File: src/rtl/parking_gate_controller.sv
// Parking gate controller: turns entry/exit sensor edges into single-cycle
// allocate/release requests to the slot manager and drives both barriers.
module parking_gate_controller #(
  parameter int BARRIER_CYCLES = 8,
  parameter int SETTLE_CYCLES  = 2
) (
  input  logic       clk_i,
  input  logic       rst_i,
  input  logic       entry_sensor_i,
  input  logic       exit_sensor_i,
  input  logic [1:0] exit_slot_id_i,
  input  logic       slot_available_i,
  input  logic [1:0] allocated_slot_i,
  input  logic [1:0] exit_slot_i,
  output logic       alloc_req_o,
  output logic       free_req_o,
  output logic [1:0] exit_car_select_o,
  output logic       entry_gate_open_o,
  output logic       exit_gate_open_o,
  output logic [1:0] assigned_slot_o,
  output logic [1:0] released_slot_o,
  output logic       full_denied_o,
  output logic [7:0] entry_count_o,
  output logic [7:0] exit_count_o
);

  typedef enum logic [2:0] {
    S_IDLE,
    S_ALLOC,
    S_ALLOC_CAP,
    S_FREE,
    S_FREE_CAP,
    S_SETTLE
  } state_t;

  state_t     state_q, state_d;
  logic [3:0] settle_q, settle_d;

  logic       entry_sens_q, exit_sens_q;
  logic       entry_pend_q, exit_pend_q;
  logic [1:0] exit_id_q;
  logic [1:0] assigned_q, released_q;
  logic [7:0] entry_cnt_q, exit_cnt_q;
  logic       entry_gate_q, exit_gate_q;
  logic [7:0] entry_timer_q, exit_timer_q;

  logic       entry_rise, exit_rise;
  logic       alloc_req, free_req, full_denied, entry_cap, exit_cap;

  // A rise only counts when the lane is idle: no pending request and gate closed.
  assign entry_rise = entry_sensor_i & ~entry_sens_q & ~entry_pend_q & ~entry_gate_q;
  assign exit_rise  = exit_sensor_i  & ~exit_sens_q  & ~exit_pend_q  & ~exit_gate_q;

  // Sensor history; reset to 1 so a sensor already high at reset release is not an edge.
  always_ff @(posedge clk_i or posedge rst_i) begin
    if (rst_i) begin
      entry_sens_q <= 1'b1;
      exit_sens_q  <= 1'b1;
    end else begin
      entry_sens_q <= entry_sensor_i;
      exit_sens_q  <= exit_sensor_i;
    end
  end

  // Pending flags set by accepted edges, cleared when the request is served or refused.
  always_ff @(posedge clk_i or posedge rst_i) begin
    if (rst_i) begin
      entry_pend_q <= 1'b0;
      exit_pend_q  <= 1'b0;
      exit_id_q    <= 2'd0;
    end else begin
      if (entry_rise) begin
        entry_pend_q <= 1'b1;
      end else if (entry_cap || full_denied) begin
        entry_pend_q <= 1'b0;
      end
      if (exit_rise) begin
        exit_pend_q <= 1'b1;
        exit_id_q   <= exit_slot_id_i;
      end else if (exit_cap) begin
        exit_pend_q <= 1'b0;
      end
    end
  end

  // Sequencer state and settle-delay counter.
  always_ff @(posedge clk_i or posedge rst_i) begin
    if (rst_i) begin
      state_q  <= S_IDLE;
      settle_q <= 4'd0;
    end else begin
      state_q  <= state_d;
      settle_q <= settle_d;
    end
  end

  // Next-state and request strobes; exit requests win over entry requests.
  always_comb begin
    state_d     = state_q;
    settle_d    = settle_q;
    alloc_req   = 1'b0;
    free_req    = 1'b0;
    full_denied = 1'b0;
    entry_cap   = 1'b0;
    exit_cap    = 1'b0;
    unique case (state_q)
      S_IDLE: begin
        if (exit_pend_q) begin
          state_d = S_FREE;
        end else if (entry_pend_q) begin
          if (slot_available_i) begin
            state_d = S_ALLOC;
          end else begin
            full_denied = 1'b1;
          end
        end
      end
      S_ALLOC: begin
        alloc_req = 1'b1;
        state_d   = S_ALLOC_CAP;
      end
      S_ALLOC_CAP: begin
        entry_cap = 1'b1;
        settle_d  = 4'(SETTLE_CYCLES - 1);
        state_d   = S_SETTLE;
      end
      S_FREE: begin
        free_req = 1'b1;
        state_d  = S_FREE_CAP;
      end
      S_FREE_CAP: begin
        exit_cap = 1'b1;
        settle_d = 4'(SETTLE_CYCLES - 1);
        state_d  = S_SETTLE;
      end
      S_SETTLE: begin
        if (settle_q == 4'd0) begin
          state_d = S_IDLE;
        end else begin
          settle_d = settle_q - 4'd1;
        end
      end
      default: state_d = S_IDLE;
    endcase
  end

  // Capture slot-manager answers and count completed passages (wrapping).
  always_ff @(posedge clk_i or posedge rst_i) begin
    if (rst_i) begin
      assigned_q  <= 2'd0;
      released_q  <= 2'd0;
      entry_cnt_q <= 8'd0;
      exit_cnt_q  <= 8'd0;
    end else begin
      if (entry_cap) begin
        assigned_q  <= allocated_slot_i;
        entry_cnt_q <= entry_cnt_q + 8'd1;
      end
      if (exit_cap) begin
        released_q <= exit_slot_i;
        exit_cnt_q <= exit_cnt_q + 8'd1;
      end
    end
  end

  // Entry barrier: opens after capture, stays up until timer expired and lane clear.
  always_ff @(posedge clk_i or posedge rst_i) begin
    if (rst_i) begin
      entry_gate_q  <= 1'b0;
      entry_timer_q <= 8'd0;
    end else if (entry_cap) begin
      entry_gate_q  <= 1'b1;
      entry_timer_q <= 8'(BARRIER_CYCLES);
    end else begin
      if (entry_timer_q != 8'd0) begin
        entry_timer_q <= entry_timer_q - 8'd1;
      end
      if (entry_gate_q && entry_timer_q == 8'd0 && !entry_sensor_i) begin
        entry_gate_q <= 1'b0;
      end
    end
  end

  // Exit barrier: same behaviour as the entry barrier, on the exit lane.
  always_ff @(posedge clk_i or posedge rst_i) begin
    if (rst_i) begin
      exit_gate_q  <= 1'b0;
      exit_timer_q <= 8'd0;
    end else if (exit_cap) begin
      exit_gate_q  <= 1'b1;
      exit_timer_q <= 8'(BARRIER_CYCLES);
    end else begin
      if (exit_timer_q != 8'd0) begin
        exit_timer_q <= exit_timer_q - 8'd1;
      end
      if (exit_gate_q && exit_timer_q == 8'd0 && !exit_sensor_i) begin
        exit_gate_q <= 1'b0;
      end
    end
  end

  assign alloc_req_o       = alloc_req;
  assign free_req_o        = free_req;
  assign full_denied_o     = full_denied;
  assign exit_car_select_o = exit_id_q;
  assign entry_gate_open_o = entry_gate_q;
  assign exit_gate_open_o  = exit_gate_q;
  assign assigned_slot_o   = assigned_q;
  assign released_slot_o   = released_q;
  assign entry_count_o     = entry_cnt_q;
  assign exit_count_o      = exit_cnt_q;

endmodule

File: config.mk
export PLATFORM = sky130hd
export DESIGN_NAME = parking_gate_controller
export DESIGN_NICKNAME = d
export VERILOG_FILES = /design/src/rtl/parking_gate_controller.sv
export SDC_FILE = /design/constraint.sdc
export NUM_CORES = 1
export LEC_CHECK = 0
export CAP_MARGIN = 20
export CORE_ASPECT_RATIO = 1.4
export CORE_MARGIN = 2
export CORE_UTILIZATION = 38
export CTS_CLUSTER_SIZE = 16
export DETAILED_ROUTE_END_ITERATION = 8
export HOLD_SLACK_MARGIN = 0.1
export PLACE_DENSITY = 0.64
export SLEW_MARGIN = 40
export SYNTH_ARGS = -nofsm -noshare
export SYNTH_HDL_FRONTEND = slang
export SYNTH_SLANG_ARGS = --single-unit
File: constraint.sdc
create_clock -name clk_i -period 2 [get_ports clk_i]
set_input_delay 0.2 -clock clk_i [delete_from_list [all_inputs] [get_ports clk_i]]
set_output_delay 0.2 -clock clk_i [all_outputs]
set_load 0.02 [all_outputs]
==> results of run 1 <==
synth_stat cells (all sizes together) (5+ instances only):
cell	number
a21oi	11
clkbuf	5
dfrtp	49
ha	7
inv	11
mux2i	8
nand2	31
nand2b	6
nand3	10
nor2	6
nor3	8
o21ai	8
xnor2	15
per-stage QoR:
stage,instances,setup WS (ns)
after detailed placement,348,0.247
after global placement,348,0.247
after floorplan,238,0.283
after CTS,356,0.226
final,356,0.234
after global routing,356,0.0215
placed cells by master, fill, tap and decap left out, types with 6 or more instances in the layout:
master,Yosys,final
buf_4,0,9
dfrtp_1,49,49
mux2i_1,8,8
o21ai_0,8,8
inv_1,11,10
ha_1,7,7
a21oi_1,11,11
nor2_1,6,6
nand2_1,31,31
nand2b_1,6,6
clkdlybuf4s50_1,0,34
nor3_1,7,7
xnor2_1,15,15
nand3_1,10,10
flip-flops by register name, indices dropped and copies added (netlist names):
name               count
entry_count_o          8
entry_timer_q          8
exit_count_o           8
exit_timer_q           8
settle_q               4
state_q                3
assigned_slot_o        2
exit_car_select_o      2
released_slot_o        2
entry_gate_open_o      1
entry_pend_q           1
entry_sens_q           1
exit_gate_open_o       1
exit_pend_q            1
exit_sens_q            1
worst max-delay path, cell delays in order, from the launching register on:
cell     delay, ns
dfrtp_1       0.40
inv_1         0.10
ha_1          0.16
or4b_1        0.48
nor3_2        0.34
mux2i_1       0.22
cell type report:
cell class	count	area, µm²	area share (%)
sequential	51	1280	41.6
multi-input combinational	167	1120	36.4
timing repair buffer	47	454	14.8
tap	72	90.1	2.93
clock buffer	5	68.8	2.24
inverter	11	41.3	1.34
clock inverter	3	23.8	0.773
cells by family after synthesis:
kind of cell / share of synthesized area (%)
AOI/OAI and AO/OA: 8.98
xor gates and xnor gates: 5.33
adders and majority gates: 3.55
buffers and inverters: 3.20
DFF: 51.9
muxes: 4.16
and+or+nand+nor: 22.9
power by group:
part	internal, mW	total (mW)	switching [mW]
registers	1.42	1.78	0.358
clock network	0.251	0.609	0.358
logic	1.02	2.15	1.13
final timing paths:
check,slack (ns),endpoint,cells after the start
setup reg to reg,0.23,exit_timer_q[0],5
min in group clk_i,0.35,entry_sens_q,1
setup / recovery,0.23,exit_timer_q[0],5
hold / removal,0.24,entry_count_o[7],3
max in group asynchronous,1.46,entry_sens_q,3
hold reg to reg,0.48,entry_count_o[7],1
routing by layer:
layer,vias to the layer above,routed length (µm),global-route usage (%)
met2,26,2530,25.9
li1,928,-,-
met1,937,2130,18.4
met4,0,63,4.79
met5,-,0,0
met3,6,131,2.94
what timing repair did:
action / in CTS / in global routing
gates resized for setup: 4 / 0
hold endpoints to repair: 0 / 0
endpoints found under the setup margin: 3 / 0
==> results.ini, run 1 <==
[status]
outcome = completed

[timing]
whs_ns = 0.240
setup_violations = 0
finalSetupTns_ns = 0
final_hold_viol_count = 0
slew_violations = 0
grt_setup_unrepaired = false
fin_crit_sh_pct = 88.3
finClkSkew_ns = 0.00813
slew_headroom_pct = 56.3
max_freq_ghz = 0.566
worst_slew_pin_slew_ns = 0.647
min_period_ns = 1.77

[clocking]
postCtsSetupRepairBufs = 0
cts.sinks = 51
cts_buffers = 5
clock_latency_ns = 0.31
cts_root_buf = clkbuf_8
clockBufferDepth = 2
cts_tree = yes
clk_pin_slew_worst_paths_ns = 0.10
cts_max_level = 2
ctsHoldBuffers = 0

[cells_and_area]
final_area_mm2 = 0.00308
fillers = 609
post-route-util_pct = 49.2
final_nets = 301
drive_above_1_share_pct = 12.0
antenna_cells = 0
syn2layout_area_growth_pct = 24.8

[synthesis]
yosys.area.top_type = dfrtp_1
avgSynthCellArea_um2 = 10.4
ys_ff_latch = 51
synthArstFlopShare_pct = 100
ys_types = 45
synth_cells = 238
syn_area_mm2 = 0.00247
synthFlopType = dfrtp_1
synth_edf_count = 0
yosysSeqAreaShare_pct = 51.9
ys_top_cells_by_area = dfrtp_1 50%, xnor2_1 5.3%, nand2_1 4.7%
synth_fp_nets = 256
ys_warn_count = 0
netlist.area_leader.share_pct = 49.7

[setup_path]
r2r-start = exit_timer_q[0]
crit_path_max_fanout = 4
worstPathArrival_ns = 2.00
critPathRequiredTime_ns = 2.23
crit_path_start_kind = register
worst-setup-path-type = reg -> reg
cp-startpoint = exit_timer_q[0]
end_kind = register

[detailed_routing]
first_iter_violations = 84
wl_per_cell_um = 13.6
num_vias = 1897
drt_pass1_iterations = 4
drc = 0
drt_wl_total_mm = 4.85
antenna_left = 0
viasPerCell = 5.33

[global_routing]
grt_pass1_wl_mm = 8.72
grt.overflow.total = 0
antenna_found_initial = 0
first_global_vias = 1903
grt_max_degree = 52
grt_use_total_pct = 14.9

[pwr]
cellLeakagePower_nw = 1.34
finalPower_mw = 4.54
power_density_mw_per_mm2 = 1480
ir_worst_vdd_mv = 0.614

[floorplan]
die-width_um = 72.1
die_area_mm2 = 0.00716
rows = 34
ioPinCount = 38
die_h_um = 99.3
initial_core_util_pct = 39.4
coreArea_mm2 = 0.00625

[place]
detailed_place_hpwl_mm = 3.41
place.gp.congestion = 0.784
place.port_buffers = 37
place_area_mm2 = 0.00298

[flow_run]
max_cap_violations = 0

[min_path]
hold_path_class = in -> async

Power figures use the tool's default switching activity.
==> inputs of run 2 (changes only) <==
CORE_UTILIZATION = 53   (was 38)
PLACE_DENSITY = 0.83   (was 0.64)
==> run 2 against run 1 <==
  * Register-to-register slack worse by 0.02 ns
  * Die area is 27% lower
  * Non-clock buffer count is 1 lower
  * Final cell count is 3.1% lower
  * Power is 2.4% higher
  * Highest routed layer unchanged
  * Sequential cell count stayed put
  * Sequential power hardly changed
  * Cell area is 0.12% higher
  * Hold slack worse by 0.021 ns
  * Clock power is 18% higher
  * Routed wire length is 4.6% lower
  * Largest power group unchanged
  * Maximum frequency is 1.2% lower
==> results.ini, run 2 (synthesized netlist as in run 1, its figures left out) <==
[place]
place.port_buffers = 37  ; unchanged
place.gp.congestion = 0.852  ; was 0.784
detailed_place_hpwl_mm = 3.37  ; was 3.41 mm
placed_cells = 337  ; was 348
pre_cts_slack_ns = 0.191  ; was 0.247 ns

[clocking]
cts_buffers = 5  ; unchanged
cts_root_buf = clkbuf_8  ; unchanged
clk_pin_slew_worst_paths_ns = 0.10  ; about the same
clockBufferDepth = 2  ; unchanged
cts_tree = yes  ; unchanged
cts_max_level = 2  ; unchanged
ctsHoldBuffers = 0  ; unchanged
postCtsSetupRepairBufs = 0  ; unchanged
cts.sinks = 51  ; unchanged
clock_latency_ns = 0.30  ; was 0.31 ns

[pwr]
p_int_mw = 2.82  ; was 2.69 mW
power.switching_mw = 1.83  ; was 1.85 mW
swShare_pct = 39.4  ; was 40.7%
ir_worst_vdd_mv = 0.945  ; was 0.614 mV
p_seq_share_pct = 38.4  ; was 39.2%
cellLeakagePower_nw = 1.35  ; was 1.34 nW
clock_power_share_pct = 15.5  ; was 13.4%
power_density_mw_per_mm2 = 1510  ; was 1480 mW/mm²
finalPower_mw = 4.65  ; was 4.54 mW
combPwrFrac_pct = 46.1  ; was 47.3%

[floorplan]
coreArea_mm2 = 0.00450  ; was 0.00625 mm²
die-width_um = 61.7  ; was 72.1 µm
ioPinCount = 38  ; unchanged
rows = 29  ; was 34
die_h_um = 84.7  ; was 99.3 µm
initial_core_util_pct = 54.8  ; was 39.4%
die_area_mm2 = 0.00522  ; was 0.00716 mm²

[cells_and_area]
fin_cells = 345  ; was 356
layout_commonest_cell = dfrtp_1  ; unchanged
regArea_mm2 = 0.00128  ; unchanged
fillers = 371  ; was 609
drive_above_1_share_pct = 11.7  ; was 12.0%
multi_input_area_mm2 = 0.00112  ; about the same
antenna_cells = 0  ; unchanged
final_nets = 300  ; was 301
mostFrequentLayoutCells = 49 x dfrtp_1, 34 x clkdlybuf4s50_1, 31 x nand2_1  ; unchanged
syn2layout_area_growth_pct = 24.9  ; was 24.8%
post-route-util_pct = 68.5  ; was 49.2%

[setup_path]
cp-startpoint = settle_q[1]  ; was exit_timer_q[0]
critPathMaxStageDelay_ns = 0.51  ; was 0.48 ns
reg2reg_slack_ns = 0.21  ; was 0.23 ns
crit_path_top_delay_cell = or3b_2  ; was or4b_1
worst-setup-path-type = reg -> reg  ; unchanged
r2r-start = settle_q[1]  ; was exit_timer_q[0]
path_delay_family = compound AO/OA/AOI/OAI gates  ; was simple AND/OR/NAND/NOR gates
critPathBufInv = 1  ; unchanged
critPathRequiredTime_ns = 2.17  ; was 2.23 ns
crit_path_max_fanout = 6  ; was 4
worstPathArrival_ns = 1.96  ; was 2.00 ns
end_kind = register  ; unchanged
crit_path_cell_trace = inv_1 > ha_1 > or3b_2 > a2111oi_1 > a21oi_1  ; was inv_1 > ha_1 > or4b_1 > nor3_2 > mux2i_1
crit_path_start_kind = register  ; unchanged

[detailed_routing]
num_vias = 1871  ; was 1,897
first_iter_violations = 71  ; was 84
antenna_left = 0  ; unchanged
viasPerCell = 5.42  ; was 5.33
drt_wl_total_mm = 4.63  ; was 4.85 mm
drc = 0  ; unchanged
drt_pass1_iterations = 4  ; unchanged
wl_per_cell_um = 13.4  ; was 13.6 µm

[timing]
grt_setup_unrepaired = false  ; unchanged
fin_crit_sh_pct = 89.3  ; was 88.3%
slew_violations = 0  ; unchanged
finalSetupTns_ns = 0  ; unchanged
slew_headroom_pct = 56.6  ; was 56.3%
worst_slew_pin_slew_ns = 0.643  ; was 0.647 ns
finClkSkew_ns = 0.0138  ; was 0.00813 ns
setup_violations = 0  ; unchanged
final_hold_viol_count = 0  ; unchanged
setup_ws_ns = 0.213  ; was 0.234 ns
min_period_ns = 1.79  ; was 1.77 ns
max_freq_ghz = 0.560  ; was 0.566 GHz

[flow_run]
max_cap_violations = 0  ; unchanged

[min_path]
hold_path_class = in -> async  ; unchanged

[status]
outcome = completed  ; unchanged

[global_routing]
first_global_vias = 1864  ; was 1,903
grt_use_total_pct = 20.1  ; was 14.9%
grt_max_degree = 32  ; was 52
antenna_found_initial = 0  ; unchanged
grt.overflow.total = 0  ; unchanged
grt_pass1_wl_mm = 8.13  ; was 8.72 mm

## run 2: cell type report
type | count | area share (%)
repair buffers | 46 | 14.5
well taps | 62 | 2.52
clock buffers | 5 | 2.23
multi-input cells | 167 | 36.4
clock inverters | 3 | 1.50
inverters | 11 | 1.34
flip-flops and latches | 51 | 41.5
## run 2: routing by layer
metal / share of wire (%) / track usage [%]
met3: 2.5 / 3.08
met1: 42 / 23.8
met2: 53 / 34.9
met5: 0 / 0
met4: 1.5 / 7.93
## run 2: through the flow
step	hold slack, ns	area (µm²)
after CTS	0.233	3080
final	0.220	3080
after floorplan	0.204	2470
after global placement	0.457	2960
after detailed placement	0.464	2960
after global routing	0.265	3080
## run 2: final timing paths
check,to,cells past startpoint
setup / recovery,settle_q[0],5
hold / removal,entry_count_o[2],2
setup reg to reg,settle_q[0],5
max in group asynchronous,entry_timer_q[6],3
hold reg to reg,settle_q[3],1
min in group clk_i,entry_sens_q,1
## run 2: power by group through the flow
| stage | combinational, mW | clock (mW) | sequential (mW) |
|---|---|---|---|
| floorplan | 1.25 | 0 | 1.91 |
| global placement | 2.11 | 0 | 1.78 |
| detailed placement | 2.17 | 0 | 1.79 |
| CTS | 2.17 | 0.736 | 1.78 |
| global route | 2.38 | 0.784 | 1.84 |
| finish | 2.14 | 0.721 | 1.78 |
## run 2: timing repair
action	4_1_cts	5_1_grt
pin swaps	0	0
gates resized for setup	4	1
gates cloned	0	0
setup endpoints to repair	2	1
hold endpoints to repair	0	0
==> inputs of run 3 (changes only) <==
RECOVER_POWER = 50   (was not set)
==> run 3 against run 2 <==
  * Cell area decreased by 0.24%
  * Sequential power about the same
  * Maximum frequency about the same
  * Combinational power about the same
  * Die area unchanged
  * Setup slack got worse by 0.0017 ns
  * Sequential share of layout area increased by 0.10 points
  * Critical path type unchanged
  * Critical endpoint unchanged
  * Largest power group unchanged
  * Critical path depth unchanged
  * Via count unchanged
  * Register-to-register slack about the same
  * Utilization decreased by 0.17 points
  * Highest routed layer unchanged
==> results.ini, run 3 (synthesized netlist as in run 1, its figures left out) <==
[detailed_routing]
viasPerCell = 5.42  ; unchanged
first_iter_violations = 71  ; unchanged
drt_wl_total_mm = 4.64  ; was 4.63 mm
drt_pass1_iterations = 4  ; unchanged
num_vias = 1871  ; unchanged
wl_per_cell_um = 13.4  ; about the same
drc = 0  ; unchanged
antenna_left = 0  ; unchanged

[clocking]
cts_max_level = 2  ; unchanged
cts_root_buf = clkbuf_8  ; unchanged
cts.sinks = 51  ; unchanged
cts_tree = yes  ; unchanged
clock_latency_ns = 0.30  ; about the same
clockBufferDepth = 2  ; unchanged
clk_pin_slew_worst_paths_ns = 0.09  ; was 0.10 ns
cts_buffers = 5  ; unchanged
postCtsSetupRepairBufs = 0  ; unchanged

[place]
place.port_buffers = 37  ; unchanged
detailed_place_hpwl_mm = 3.37  ; unchanged
pre_cts_slack_ns = 0.191  ; unchanged
place_area_mm2 = 0.00296  ; unchanged
place.gp.congestion = 0.852  ; unchanged

[timing]
finClkSkew_ns = 0.0131  ; was 0.0138 ns
finalSetupTns_ns = 0  ; unchanged
final_hold_viol_count = 0  ; unchanged
whs_ns = 0.416  ; was 0.220 ns
setup_ws_ns = 0.211  ; was 0.213 ns
worst_slew_pin_slew_ns = 0.855  ; was 0.643 ns
setup_violations = 0  ; unchanged
fin_crit_sh_pct = 89.4  ; was 89.3%
slew_violations = 0  ; unchanged
max_freq_ghz = 0.559  ; was 0.560 GHz
min_period_ns = 1.79  ; about the same
grt_setup_unrepaired = false  ; unchanged
slew_headroom_pct = 42.9  ; was 56.6%

[floorplan]
initial_core_util_pct = 54.8  ; unchanged
ioPinCount = 38  ; unchanged
rows = 29  ; unchanged
die_area_mm2 = 0.00522  ; unchanged
coreArea_mm2 = 0.00450  ; unchanged
die_h_um = 84.7  ; unchanged
die-width_um = 61.7  ; unchanged

[setup_path]
end_kind = register  ; unchanged
crit_path_max_fanout = 6  ; unchanged
critPathMaxStageDelay_ns = 0.51  ; about the same
crit_path_start_kind = register  ; unchanged
critPathRequiredTime_ns = 2.17  ; about the same
critPathBufInv = 1  ; unchanged
worst-setup-path-type = reg -> reg  ; unchanged
worstPathArrival_ns = 1.96  ; about the same
path_delay_family = compound AO/OA/AOI/OAI gates  ; unchanged
crit_path_top_delay_cell = or3b_2  ; unchanged
crit_path_cell_trace = inv_1 > ha_1 > or3b_2 > a2111oi_1 > a21oi_1  ; unchanged

[cells_and_area]
final_area_mm2 = 0.00307  ; was 0.00308 mm²
antenna_cells = 0  ; unchanged
final_nets = 300  ; unchanged
mostFrequentLayoutCells = 49 x dfrtp_1, 31 x nand2_1, 31 x clkdlybuf4s50_1  ; was 49 x dfrtp_1, 34 x clkdlybuf4s50_1, 31 x nand2_1
layout_commonest_cell = dfrtp_1  ; unchanged
drive_above_1_share_pct = 10.6  ; was 11.7%
syn2layout_area_growth_pct = 24.6  ; was 24.9%

[global_routing]
grt_use_total_pct = 20.1  ; unchanged
grt_max_degree = 32  ; unchanged
antenna_found_initial = 0  ; unchanged
grt.overflow.total = 0  ; unchanged
first_global_vias = 1864  ; unchanged
grt_pass1_wl_mm = 8.13  ; unchanged

[pwr]
cellLeakagePower_nw = 1.34  ; was 1.35 nW
finalPower_mw = 4.63  ; was 4.65 mW
ir_worst_vdd_mv = 0.945  ; about the same
power_density_mw_per_mm2 = 1510  ; about the same

[min_path]
hold_path_class = in -> reg  ; was in -> async

[flow_run]
max_cap_violations = 0  ; unchanged

[status]
outcome = completed  ; unchanged

## run 3: final timing paths
| check | from | to | slack, ns | cells after the start |
|---|---|---|---|---|
| worst max register to register | settle_q[1] | settle_q[0] | 0.21 | 5 |
| min in group asynchronous | rst_i | entry_count_o[2] | 0.50 | 2 |
| worst min-delay path | exit_slot_i[0] | released_slot_o[0] | 0.42 | 3 |
| max in group asynchronous | rst_i | entry_timer_q[6] | 0.84 | 3 |
| worst max-delay path | settle_q[1] | settle_q[0] | 0.21 | 5 |
| worst min register to register | settle_q[3] | settle_q[3] | 0.48 | 1 |
## run 3: cell type report
class                   count  area, µm²
clock inverters             3       46.3
multi-input cells         167       1120
clock buffers               5       68.8
well taps                  62       77.6
flip-flops and latches     51       1280
inverters                  11       41.3
repair buffers             46        439
fillers                   373       1430
## run 3: power by group
part           internal (mW)  switching, mW
registers               1.42          0.360
clock network          0.377          0.343
logic                   1.00           1.13
total                   2.80           1.83
## run 3: repair_timing
| action | in CTS | in global routing |
|---|---|---|
| gates resized for setup | 4 | 1 |
| hold buffers | 0 | 0 |
| hold endpoints to repair | 0 | 0 |
| pin swaps | 0 | 0 |
| endpoints found under the setup margin | 2 | 1 |
## run 3: stage by stage
| stage | utilization [%] | std cells |
|---|---|---|
| 2_1_floorplan | - | 238 |
| 3_3_place_gp | 65.8 | 337 |
| 3_5_place_dp | 65.8 | 337 |
| 4_1_cts | 68.4 | 345 |
| 5_1_grt | 68.3 | 345 |
| 6_report | 68.3 | 345 |
## run 3: tightest hold or removal path: cells and delay by family
family / cells / cell delay [ns]
buf+inv: 1 / 0.39
simple gates: 2 / 0.09
## run 3: layer usage
metal | track usage, % | share of wire [%] | vias to the layer above
met5 | 0 | 0 | -
met4 | 7.93 | 1.5 | 0
met3 | 3.08 | 2.5 | 7
met2 | 34.9 | 53 | 34
met1 | 23.8 | 42 | 900
li1 | - | - | 930
